`config.mk`:
```
export PLATFORM = sky130hd
export DESIGN_NAME = hedios_serial_tx_mp
export DESIGN_NICKNAME = d
export VERILOG_FILES = /design/src/rtl/hedios_serial_tx_mp.sv
export SDC_FILE = /design/constraint.sdc
export NUM_CORES = 1
export LEC_CHECK = 0
export ABC_AREA = 1
export CORE_MARGIN = 2
export CORE_UTILIZATION = 50
export CTS_BUF_LIST = sky130_fd_sc_hd__clkbuf_8
export DETAILED_ROUTE_END_ITERATION = 6
export DONT_BUFFER_PORTS = 1
export PLACE_DENSITY_LB_ADDON = 0.08
export SLEW_MARGIN = 15
export SYNTH_ARGS = -nofsm -noshare
export SYNTH_HDL_FRONTEND = slang
export SYNTH_SLANG_ARGS = --single-unit
```
`constraint.sdc`:
```
create_clock -name clk -period 4.6 [get_ports clk]
set_input_delay 0.69 -clock clk [delete_from_list [all_inputs] [get_ports clk]]
set_output_delay 0.69 -clock clk [all_outputs]
set_load 0.05 [all_outputs]
```
`src/rtl/hedios_serial_tx_mp.sv`:
```
// hedios_serial_tx_mp: buffers {command, payload} packets in a FIFO and sends
// each one as a back-to-back burst of 8N1 UART bytes, followed by an idle gap.
// Build option: define HEDIOS_TX_CHECKSUM_EN to append an XOR checksum byte
// (command ^ all payload bytes) to every frame.
module hedios_serial_tx_mp #(
    parameter int CLK_RATE   = 100_000_000,
    parameter int BAUD_RATE  = 1_000_000,
    parameter int DATA_BYTES = 4,
    parameter int FIFO_DEPTH = 8,
    parameter int GAP_BITS   = 1
) (
    input  logic                          clk,
    input  logic                          rst,
    input  logic [7:0]                    packet_command,
    input  logic [8*DATA_BYTES-1:0]       packet_data,
    input  logic                          push_packet,
    output logic                          queue_full,
    output logic                          queue_empty,
    output logic [$clog2(FIFO_DEPTH):0]   queue_level,
    output logic                          overflow,
    output logic                          busy,
    output logic                          tx_line
);

    localparam int CLKS_PER_BIT = CLK_RATE / BAUD_RATE;
    localparam int PKT_W        = 8 * (DATA_BYTES + 1);
`ifdef HEDIOS_TX_CHECKSUM_EN
    localparam int FRAME_BYTES  = DATA_BYTES + 2;
`else
    localparam int FRAME_BYTES  = DATA_BYTES + 1;
`endif
    localparam int FRAME_W      = 8 * FRAME_BYTES;
    localparam int AW           = $clog2(FIFO_DEPTH);
    localparam int LW           = AW + 1;
    localparam int CW           = $clog2(CLKS_PER_BIT);
    localparam int BW           = $clog2(FRAME_BYTES);

    typedef enum logic [2:0] {IDLE, LOAD, START, DATA, STOP, GAP} state_t;

    state_t              state_q, state_d;
    logic [CW-1:0]       clk_cnt_q, clk_cnt_d;
    logic [7:0]          bit_cnt_q, bit_cnt_d;
    logic [BW-1:0]       byte_idx_q, byte_idx_d;
    logic [FRAME_W-1:0]  frame_q, frame_d;
    logic [AW-1:0]       wr_ptr_q, wr_ptr_d;
    logic [AW-1:0]       rd_ptr_q, rd_ptr_d;
    logic [LW-1:0]       level_q, level_d;
    logic                overflow_q, overflow_d;
    logic                tx_q, tx_d;
    logic [PKT_W-1:0]    slot_q [FIFO_DEPTH];

    logic                full;
    logic                pop;
    logic                push_ok;
    logic                bit_end;

`ifdef HEDIOS_TX_CHECKSUM_EN
    function automatic logic [7:0] checksum(input logic [PKT_W-1:0] pkt);
        logic [7:0] acc;
        acc = 8'h00;
        for (int i = 0; i < DATA_BYTES + 1; i++) begin
            acc = acc ^ pkt[8*i +: 8];
        end
        return acc;
    endfunction
`endif

    // FIFO bookkeeping: pop only from IDLE; a push into a full queue survives only if a pop frees a slot
    always_comb begin
        full       = (level_q == LW'(FIFO_DEPTH));
        pop        = (state_q == IDLE) && (level_q != '0);
        push_ok    = push_packet && (!full || pop);
        wr_ptr_d   = wr_ptr_q;
        rd_ptr_d   = rd_ptr_q;
        level_d    = level_q;
        overflow_d = overflow_q | (push_packet & ~push_ok);
        if (push_ok) begin
            wr_ptr_d = wr_ptr_q + AW'(1);
        end
        if (pop) begin
            rd_ptr_d = rd_ptr_q + AW'(1);
        end
        if (push_ok && !pop) begin
            level_d = level_q + LW'(1);
        end else if (pop && !push_ok) begin
            level_d = level_q - LW'(1);
        end
    end

    // Serialiser: next state, bit/byte counters, frame shifting and the next line level
    always_comb begin
        state_d    = state_q;
        clk_cnt_d  = clk_cnt_q;
        bit_cnt_d  = bit_cnt_q;
        byte_idx_d = byte_idx_q;
        frame_d    = frame_q;
        bit_end    = (clk_cnt_q == CW'(CLKS_PER_BIT - 1));
        case (state_q)
            IDLE: begin
                clk_cnt_d = '0;
                if (pop) begin
                    // Capture the head now: a same-cycle push may reuse this slot
                    frame_d = FRAME_W'(slot_q[rd_ptr_q]);
                    state_d = LOAD;
                end
            end
            LOAD: begin
`ifdef HEDIOS_TX_CHECKSUM_EN
                frame_d[FRAME_W-1 -: 8] = checksum(frame_q[PKT_W-1:0]);
`endif
                byte_idx_d = '0;
                clk_cnt_d  = '0;
                state_d    = START;
            end
            START: begin
                clk_cnt_d = bit_end ? '0 : clk_cnt_q + CW'(1);
                if (bit_end) begin
                    bit_cnt_d = '0;
                    state_d   = DATA;
                end
            end
            DATA: begin
                clk_cnt_d = bit_end ? '0 : clk_cnt_q + CW'(1);
                if (bit_end) begin
                    // After 8 shifts the next byte sits in frame[7:0]
                    frame_d   = frame_q >> 1;
                    bit_cnt_d = bit_cnt_q + 8'd1;
                    if (bit_cnt_q == 8'd7) begin
                        state_d = STOP;
                    end
                end
            end
            STOP: begin
                clk_cnt_d = bit_end ? '0 : clk_cnt_q + CW'(1);
                if (bit_end) begin
                    bit_cnt_d = '0;
                    if (byte_idx_q == BW'(FRAME_BYTES - 1)) begin
                        state_d = (GAP_BITS == 0) ? IDLE : GAP;
                    end else begin
                        byte_idx_d = byte_idx_q + BW'(1);
                        state_d    = START;
                    end
                end
            end
            GAP: begin
                clk_cnt_d = bit_end ? '0 : clk_cnt_q + CW'(1);
                if (bit_end) begin
                    if (bit_cnt_q == 8'(GAP_BITS - 1)) begin
                        state_d = IDLE;
                    end else begin
                        bit_cnt_d = bit_cnt_q + 8'd1;
                    end
                end
            end
            default: state_d = IDLE;
        endcase
        tx_d = 1'b1;
        if (state_d == START) begin
            tx_d = 1'b0;
        end else if (state_d == DATA) begin
            tx_d = frame_d[0];
        end
    end

    // Control registers: FSM, counters, FIFO pointers, flags and the registered line driver
    always_ff @(posedge clk) begin
        if (rst) begin
            state_q    <= IDLE;
            clk_cnt_q  <= '0;
            bit_cnt_q  <= '0;
            byte_idx_q <= '0;
            wr_ptr_q   <= '0;
            rd_ptr_q   <= '0;
            level_q    <= '0;
            overflow_q <= 1'b0;
            tx_q       <= 1'b1;
        end else begin
            state_q    <= state_d;
            clk_cnt_q  <= clk_cnt_d;
            bit_cnt_q  <= bit_cnt_d;
            byte_idx_q <= byte_idx_d;
            wr_ptr_q   <= wr_ptr_d;
            rd_ptr_q   <= rd_ptr_d;
            level_q    <= level_d;
            overflow_q <= overflow_d;
            tx_q       <= tx_d;
        end
    end

    // Packet storage and frame register hold data only and are left unreset
    always_ff @(posedge clk) begin
        if (push_ok && !rst) begin
            slot_q[wr_ptr_q] <= {packet_data, packet_command};
        end
        frame_q <= frame_d;
    end

    assign queue_full  = full;
    assign queue_empty = (level_q == '0);
    assign queue_level = level_q;
    assign overflow    = overflow_q;
    assign busy        = (state_q != IDLE);
    assign tx_line     = tx_q;

endmodule
```
==> results of run 1 <==
## final timing paths
| check | endpoint | slack [ps] | cells past startpoint |
|---|---|---|---|
| max | slot_q[1][16]$_DFFE_PP_ | 1180 | 10 |
| min | clk_cnt_q[5]$_SDFFE_PP0P_ | 170 | 1 |
| max reg2reg | slot_q[1][16]$_DFFE_PP_ | 1180 | 10 |
| min reg2reg | flop | 470 | 2 |
## cells by family (layout without fill, tap and decap cells)
kind of cell,count (synthesis),count (layout)
XOR/XNOR,5,5
AND/OR/NAND/NOR,518,518
AO/OA/AOI/OAI,293,293
flip-flops,396,396
adder cells (fa/ha/maj),11,11
buffers and inverters,130,199
## final cells by class
class	count	area, µm²	share of cell area [%]
Sequential cell	396	11500	65.6
Inverter	60	229	1.30
Multi-Input combinational cell	827	3950	22.5
Clock inverter	51	265	1.51
Clock buffer	68	936	5.32
Timing Repair Buffer	20	175	0.996
Tap cell	402	503	2.86
## Yosys cell counts, drive strengths merged
cell	instances	area, µm²
o21ai	166	838
nand4	10	62.6
nand3b	1	7.51
buf	45	249
o22ai	40	250
a21oi	65	325
nor2	142	556
clkbuf	25	93.8
nand3	68	360
o211ai	20	150
dfxtp	37	741
nand2	289	1090
inv	59	221
ha	10	125
clkinv	1	3.75
fa	1	20.0
nor3	8	50.1
xor2	5	43.8
edfxtp	359	10800
o21a	2	15.0
## critical path: stages (launching register included)
cell	delay, ps
sky130_fd_sc_hd__dfxtp_1	700
sky130_fd_sc_hd__inv_1	160
sky130_fd_sc_hd__nand2_1	170
sky130_fd_sc_hd__nor3_2	50
sky130_fd_sc_hd__buf_4	210
sky130_fd_sc_hd__nand2_1	70
sky130_fd_sc_hd__nand2_1	160
sky130_fd_sc_hd__inv_1	180
sky130_fd_sc_hd__nand3_1	320
sky130_fd_sc_hd__nor2_4	710
sky130_fd_sc_hd__buf_4	360
## power breakdown
part / switching [W] / total [W] / internal (W)
clock network: 0.00140 / 0.00284 / 0.00145
logic: 0.00170 / 0.00233 / 0.000627
registers: 0.000246 / 0.00465 / 0.00441
total: 0.00334 / 0.00982 / 0.00648
## through the flow
step                hold WS, ps  util, %
finish                      166     55.7
global route                144     55.7
CTS                         133     55.7
detailed placement          463     51.9
global placement            449     51.9
floorplan                   433        -
## flip-flops by register name, indices dropped and copies added (netlist names), named ones only
signal,cells
wr_ptr_q,3
state_q,3
clk_cnt_q,7
frame_q,40
byte_idx_q,3
bit_cnt_q,8
slot_q,320
rd_ptr_q,3
overflow,1
queue_level,4
tx_line,1
## per-layer routing
metal  track usage (%)  vias to the layer above
met5                 0                        -
met4              6.98                        0
met3              3.57                       65
met2              36.5                      253
met1              30.3                     4927
li1                  -                     4854
==> results.cfg, run 1 <==
[logic_synthesis]
yosys.area_share.xor_xnor_pct = 0.274
largest_family_of_logic_cells_by_synthesized_area = simple AND/OR/NAND/NOR gates
adder_cell_share_of_the_synthesized_area_pct = 0.908
synth_seq_area_share_pct = 72.1
synth_compound_gate_area_share_pct = 9.88
synthMuxAreaShare_pct = 0
ys.warnings.count = 0
synthCells = 1353
synth-seq-cells = 396
syn-mean-instance-area_um2 = 11.8
post_synth_instance_area_um2 = 16000
synthSimpleGateAreaFrac_pct = 13.3
synth.net_count = 1407
post_synth_num_cell_types = 32

[power_and_ir_drop]
pwr_density_cell_nw_per_um2 = 558
power.ir.vdd_worst_mv = 0.326
total_power_w = 0.00982
total_leakage_power_nw = 6.28

[timing]
finalMaxSlewViolations = 0
timing.final.crit_share_pct = 74.3
setup_viol = 0
final.setup.tns_ps = 0
fin_worst_skew_ps = 38.4
fmax_mhz = 292
fin_ws_ps = 1180
timing_worst_slew_pin_value_ps = 1060
final_period_minus_worst_setup_slack_ps = 3420
rsz0062_at_grt = no
final-hold-violation-count = 0
slew-limit-headroom_pct = 29.2

[floorplanning]
initial_utilization_pct = 50.7
core.rowCount = 65
placeableCoreArea_um2 = 31600
chipWidth_um = 183
floorplan.die.height_um = 183
top_level_ports = 52
floorplan.die_area_um2 = 33400

[cells_and_area]
drive_gt1_share_pct = 9.42
layout.cells.most_common = sky130_fd_sc_hd__edfxtp_1
filler_cell_count = 2695
total_nets_final = 1426
finish.instance_area_um2 = 17600
final_cell_mix = sky130_fd_sc_hd__edfxtp_1 (359), sky130_fd_sc_hd__nand2_1 (287), sky130_fd_sc_hd__o21ai_0 (153), sky130_fd_sc_hd__nor2_1 (133), sky130_fd_sc_hd__inv_1 (81)
antenna-diode-count = 0
area_delta_synth_final_pct = 9.99
final-instance-count-excl-fill = 1824

[placement]
placement_setup_slack_ps = 1140
dp_cells = 1705
hpwlAfterDp_mm = 19.1
port_buffers = 0
place_congestion = 0.786
instance_area_at_placement_um2 = 16400

[clocking]
clock_slew_seen_by_the_registers_of_the_worst_setup_and_hold_paths_ps = 60
clock_sinks = 396
ctsHoldBuffers = 0
cts-root-to-sink-buffers = 3
cts_tree = done
post_cts.repair.setup_buffers = 0
clockRootBuffer = sky130_fd_sc_hd__clkbuf_8
htreeDepth = 3
clkLatencyLatePin_ps = 610
numCtsBuffers = 67
cts_resized = 0

[route]
highest-signal-layer = met4
average_wire_per_cell_in_the_routed_design_um = 19.8
dr_total_vias = 10100
routed_via_density = 5.54
route.final.wire_length_mm = 36.1
wl_met1_mm = 16.4
met2RoutedLength_mm = 17.3
detail_route.iter0.violations = 795
detailroute.wirelength.met3_mm = 1.57
drt_pre_antenna_iters = 5
postRouteAntennaNets = 0
remaining_drc_errors = 0

[grt]
grt_util_all_layers_pct = 22.1
initial_antenna_violation_count = 0
grt_pass1_vias = 10000
global_route_wire_length_before_repair_mm = 56.3
globalRoute.totalOverflow = 0
grt_max_degree = 105

[worst_hold_path]
hold_path.class = in2reg
hold_path.startpoint = rst

[critical_path]
setup.worst_path.start_class = flop
timing_worst_setup_path_type = reg2reg
critical_path.startpoint = queue_level[0]$_SDFFE_PP0P_
cp_max_fo = 19
timing.critical_path.arrival_ps = 3690
crit-reg2reg-launch = queue_level[0]$_SDFFE_PP0P_
setup.worst_path.end_class = flop
crit_required_ps = 4870

[status]
run_status = finished, final reports clean

[job]
drv_cap = 0
Power figures use the tool's default switching activity.
==> run 2, diff against run 1 <==
==> constraint.sdc (replaced) <==
create_clock -name clk -period 3.1 [get_ports clk]
set_input_delay 0.465 -clock clk [delete_from_list [all_inputs] [get_ports clk]]
set_output_delay 0.465 -clock clk [all_outputs]
set_load 0.05 [all_outputs]
==> run 2 against run 1 <==
  * Non-clock buffer count grew 59
  * Combinational power grew 63%
  * Global-route usage grew 0.86 points
==> results.cfg, run 2 (synthesized netlist as in run 1, its figures left out) <==
[power_and_ir_drop]
power.switching_w = 0.00506
clockPowerShare_pct = 28.5
share_comb_of_total_power_pct = 25.6
swShare_pct = 34.1
pwr_density_cell_nw_per_um2 = 814
power.ir.vdd_worst_mv = 0.514
sequentialPowerShare_pct = 46.0
internal_power_consumption_w = 0.00976
total_leakage_power_nw = 6.56

[clocking]
cts-root-to-sink-buffers = 3
clock_slew_seen_by_the_registers_of_the_worst_setup_and_hold_paths_ps = 60
cts_tree = done
clock_sinks = 396
post_cts.repair.setup_buffers = 0
htreeDepth = 3
ctsHoldBuffers = 41
numCtsBuffers = 69
clkLatencyLatePin_ps = 590
clockRootBuffer = sky130_fd_sc_hd__clkbuf_8
cts_resized = 0

[critical_path]
timing_worst_setup_path_type = reg2reg
cp_max_fo = 35
setup.worst_path.start_class = flop
crit_required_ps = 3350
worst-r2r-setup-slack_ps = 500
timing.critical_path.arrival_ps = 2840
setup.worst_path.end_class = flop
ff2ff_path_depth = 8

[route]
detail_route.iter0.violations = 808
remaining_drc_errors = 0
route.final.wire_length_mm = 37.5
dr_total_vias = 10500
average_wire_per_cell_in_the_routed_design_um = 19.8
drt_pre_antenna_iters = 5
postRouteAntennaNets = 0
routed_via_density = 5.53

[placement]
hpwlAfterDp_mm = 20.4
port_buffers = 0
place_congestion = 0.768
dp_cells = 1723

[grt]
globalRoute.totalOverflow = 0
global_route_wire_length_before_repair_mm = 58.7
initial_antenna_violation_count = 3
grt_max_degree = 123
grt_pass1_vias = 10400
grt_util_all_layers_pct = 22.9

[floorplanning]
core.rowCount = 65
floorplan.die.height_um = 183
placeableCoreArea_um2 = 31600
initial_utilization_pct = 50.7
floorplan.die_area_um2 = 33400
chipWidth_um = 183
top_level_ports = 52

[worst_hold_path]
hold_path_depth = 2
hold_path.class = in2reg

[timing]
timing_worst_slew_pin_value_ps = 1030
fin_worst_skew_ps = 27.0
rsz0062_at_grt = no
finalMaxSlewViolations = 0
hold_ws_ps = 38.5
timing.final.crit_share_pct = 83.8
final-hold-violation-count = 0
final_period_minus_worst_setup_slack_ps = 2600
fmax_mhz = 385
slew-limit-headroom_pct = 30.8
setup_viol = 0

[cells_and_area]
total_nets_final = 1487
filler_cell_count = 2594
area_delta_synth_final_pct = 13.9
multiInputGateArea_um2 = 3970
layout.cells.most_common = sky130_fd_sc_hd__edfxtp_1
area.sequential_um2 = 11500
largest_register_ff_count = 320
final_cell_mix = sky130_fd_sc_hd__edfxtp_1 (359), sky130_fd_sc_hd__nand2_1 (287), sky130_fd_sc_hd__o21ai_0 (153), sky130_fd_sc_hd__nor2_1 (133), sky130_fd_sc_hd__inv_1 (78)
final-instance-count-excl-fill = 1890
register_containing_the_most_flip_flops_in_the_final_layout = slot_q
drive_gt1_share_pct = 10.3
registers_with_the_most_flip_flops = slot_q (320), frame_q (40), bit_cnt_q (8)

[status]
run_status = finished, final reports clean

[job]
drv_cap = 0
==> run 2: cell types whose count changed in the layout (fill, tap and decap cells not counted) <==
cell,change
sky130_fd_sc_hd__dlygate4sd3_1,+41
sky130_fd_sc_hd__buf_4,+15
sky130_fd_sc_hd__clkinv_1,+6
sky130_fd_sc_hd__nor3_2,-4
sky130_fd_sc_hd__nor3_4,+4
sky130_fd_sc_hd__buf_12,+3
sky130_fd_sc_hd__clkbuf_8,+3
sky130_fd_sc_hd__diode_2,+3
sky130_fd_sc_hd__inv_1,-3
sky130_fd_sc_hd__clkinv_2,-2
sky130_fd_sc_hd__bufinv_16,-1
sky130_fd_sc_hd__clkinv_8,-1
sky130_fd_sc_hd__inv_2,+1
sky130_fd_sc_hd__inv_6,+1
==> run 2: final timing paths <==
kind / endpoint / startpoint
worst max-delay path: slot_q[4][9]$_DFFE_PP_ / state_q[1]$_SDFF_PP0_
worst min-delay path: clk_cnt_q[3]$_SDFFE_PP0P_ / rst
worst max register to register: slot_q[4][9]$_DFFE_PP_ / state_q[1]$_SDFF_PP0_
worst min register to register: flop / rd_ptr_q[2]$_SDFFE_PP0P_
==> run 2: worst max-delay path, stage by stage (launching register included) <==
cell and delay [ps]:
sky130_fd_sc_hd__dfxtp_1 360, sky130_fd_sc_hd__nor2_4 160, sky130_fd_sc_hd__nand2_4 180, sky130_fd_sc_hd__nand2_1 120, sky130_fd_sc_hd__nand2_1 150, sky130_fd_sc_hd__inv_1 210, sky130_fd_sc_hd__nand2_1 250, sky130_fd_sc_hd__nor3_4 470
sky130_fd_sc_hd__buf_12 330
==> run 2: cell type report <==
| type | count | area share (%) |
|---|---|---|
| timing repair buffer | 79 | 4.16 |
| clock inverter | 52 | 1.28 |
| multi-input combinational | 827 | 21.8 |
| clock buffer | 71 | 5.37 |
| antenna | 3 | 0.0412 |
| tap | 402 | 2.76 |
| inverter | 60 | 1.25 |
| sequential | 396 | 63.3 |
==> run 2: power by group through the flow <==
stage | Combinational, W | Clock, W | Sequential, W
after CTS | 0.00383 | 0.00433 | 0.00681
final | 0.00379 | 0.00422 | 0.00681
after floorplan | 0.00263 | 0 | 0.00687
after global placement | 0.00367 | 0 | 0.00691
after global routing | 0.00423 | 0.00455 | 0.00685
after detailed placement | 0.00371 | 0 | 0.00692
==> run 2: per-stage QoR <==
step	worst slack (ps)	setup TNS (ps)	instance area (µm²)	total power [W]	util [%]
floorplan	-593	-170320	16000	0.00950	-
global placement	558	0	16600	0.0106	52.5
detailed placement	487	0	16600	0.0106	52.5
CTS	473	0	18200	0.0150	57.7
global route	259	0	18200	0.0156	57.7
finish	503	0	18200	0.0148	57.7
==> run 2: layer usage <==
metal | vias up | wire length, µm | track usage (%)
met5 | - | 0 | 0
met4 | 0 | 742 | 7.78
met3 | 58 | 2200 | 3.85
met2 | 336 | 18100 | 37.6
met1 | 5077 | 16500 | 31.5
li1 | 4980 | - | -
==> run 3, diff against run 2 <==
==> constraint.sdc (replaced) <==
create_clock -name clk -period 2.7 [get_ports clk]
set_input_delay 0.405 -clock clk [delete_from_list [all_inputs] [get_ports clk]]
set_output_delay 0.405 -clock clk [all_outputs]
set_load 0.05 [all_outputs]
==> run 3 against run 2 <==
  * Highest routed layer unchanged
  * Final area grew 1.1%
  * Total power up 16%
  * Register-to-register slack worse by 200 ps
  * Critical path type unchanged
  * Largest cell class unchanged
==> results.cfg, run 3 (synthesized netlist as in run 1, its figures left out) <==
[timing]
final-hold-violation-count = 0
setup_viol = 0
fin_ws_ps = 298
final_period_minus_worst_setup_slack_ps = 2400
rsz0062_at_grt = no
timing.final.crit_share_pct = 89.0
timing_worst_slew_pin_value_ps = 755
finalMaxSlewViolations = 0
slew-limit-headroom_pct = 49.4
fmax_mhz = 416
fin_worst_skew_ps = 30.4

[clocking]
cts_tree = done
numCtsBuffers = 68
clockRootBuffer = sky130_fd_sc_hd__clkbuf_8
clock_sinks = 396
clock_slew_seen_by_the_registers_of_the_worst_setup_and_hold_paths_ps = 60
post_cts.repair.setup_buffers = 0
clkLatencyLatePin_ps = 580
cts-root-to-sink-buffers = 3
htreeDepth = 3

[power_and_ir_drop]
pwr_density_cell_nw_per_um2 = 931
total_power_w = 0.0171
total_leakage_power_nw = 6.64
power.ir.vdd_worst_mv = 0.495

[cells_and_area]
area_delta_synth_final_pct = 15.2
largest_register_ff_count = 320
area.sequential_um2 = 11500
final_cell_mix = sky130_fd_sc_hd__edfxtp_1 (359), sky130_fd_sc_hd__nand2_1 (285), sky130_fd_sc_hd__o21ai_0 (153), sky130_fd_sc_hd__nor2_1 (133), sky130_fd_sc_hd__inv_1 (80)
drive_gt1_share_pct = 10.9
registers_with_the_most_flip_flops = slot_q (320), frame_q (40), bit_cnt_q (8)
register_containing_the_most_flip_flops_in_the_final_layout = slot_q
multiInputGateArea_um2 = 3990
layout.cells.most_common = sky130_fd_sc_hd__edfxtp_1
filler_cell_count = 2602
total_nets_final = 1493

[floorplanning]
placeableCoreArea_um2 = 31600
top_level_ports = 52
core.rowCount = 65
floorplan.die_area_um2 = 33400
chipWidth_um = 183
initial_utilization_pct = 50.7
floorplan.die.height_um = 183

[grt]
grt_pass1_vias = 10100
grt_util_all_layers_pct = 22.1
global_route_wire_length_before_repair_mm = 56.6
grt_max_degree = 161
initial_antenna_violation_count = 1
globalRoute.totalOverflow = 0

[route]
route.final.wire_length_mm = 36.3
average_wire_per_cell_in_the_routed_design_um = 19.1
remaining_drc_errors = 0
drt_pre_antenna_iters = 5
detail_route.iter0.violations = 743
dr_total_vias = 10400
postRouteAntennaNets = 0
routed_via_density = 5.50

[critical_path]
crit_chain = inv_1 > nand2_2 > nor3_4 > nand2_1 > nand2_1 > inv_1 > ha_1 > inv_1 > ha_1 > a21oi_1 > nand2_1 > a21oi_1 > o21ai_0 > nor2_1 > nor2_1
worst-r2r-setup-slack_ps = 300
setup.worst_path.end_class = flop
timing.critical_path.slowest_cell_delay_ps = 410
crit-reg2reg-launch = queue_level[0]$_SDFFE_PP0P_
ff2ff_path_depth = 15
cp_max_fo = 5
setup.worst_path.start_class = flop
crit_required_ps = 3170
rr_endpoint = queue_level[3]$_SDFFE_PP0P_
timing.critical_path.arrival_ps = 2870
critical_path.startpoint = queue_level[0]$_SDFFE_PP0P_
crit_end = queue_level[3]$_SDFFE_PP0P_
cp_slowest_cell = sky130_fd_sc_hd__dfxtp_4
timing_worst_setup_path_type = reg2reg

[worst_hold_path]
hold_path_depth = 3
hold_path.class = in2reg

[job]
drv_cap = 0

[status]
run_status = finished, final reports clean

[placement]
placement_setup_slack_ps = 243
port_buffers = 0
place_congestion = 0.800
hpwlAfterDp_mm = 20.1
==> run 3: cell count changes in the layout (fill, tap and decap cells not counted), sizes merged <==
cell,change
diode,-2
buf,+6
clkinv,-1
clkbuf,+2
dlygate4sd3,+1
==> run 3: timing repair <==
action | 4_1_cts | 5_1_grt
endpoints found under the hold margin | 333 | 0
endpoints found under the setup margin | 0 | 1
hold buffers | 42 | 0
gates resized for setup | 0 | 1
==> run 3: critical path: cells and delay by family (launching register included) <==
| family | cells | cell delay [ps] |
|---|---|---|
| DFF | 1 | 410 |
| and+or+nand+nor | 7 | 610 |
| buffers and inverters | 3 | 370 |
| AOI/OAI and AO/OA | 3 | 390 |
| adders and majority gates | 2 | 500 |
==> run 3: power by group <==
group	switching [W]	internal [W]
Clock	0.00231	0.00250
Sequential	0.000302	0.00751
Combinational	0.00318	0.00135
==> run 3: cell type report <==
type                            instances  area share [%]
Sequential cell                       396            62.7
Multi-Input combinational cell        827            21.6
Timing Repair Buffer                   86            5.10
Tap cell                              402            2.73
Clock buffer                           73            5.46
Clock inverter                         51            1.16
Inverter                               60            1.24
Antenna cell                            1          0.0136
==> run 3: metal layers <==
layer / GRT usage (%) / vias to the layer above / wire length, µm
met4: 8.06 / 0 / 931
li1: - / 5008 / -
met2: 35.3 / 283 / 17100
met1: 31.0 / 5067 / 16300
met5: 0 / - / 0
met3: 3.77 / 69 / 2000
==> run 3: per-stage QoR <==
step                      util, %  instance area (µm²)  setup TNS (ps)  instances  hold WS (ps)
after floorplan                 -                16100          -13370       1353           433
after global placement       53.1                16800               0       1729           449
after detailed placement     53.1                16800               0       1729           461
after CTS                    58.3                18400               0       1895          95.5
after global routing         58.3                18400               0       1896           120
final                        58.3                18400               0       1896           131
==> run 3: worst min-delay path by stage <==
stage	from	slack (ps)	endpoint
final	rst	130	flop
after global routing	rst	120	flop
after CTS	rst	100	flop
after detailed placement	rd_ptr_q[2]$_SDFFE_PP0P_	460	flop
after global placement	rd_ptr_q[2]$_SDFFE_PP0P_	450	flop
after floorplan	rd_ptr_q[2]$_SDFFE_PP0P_	430	flop
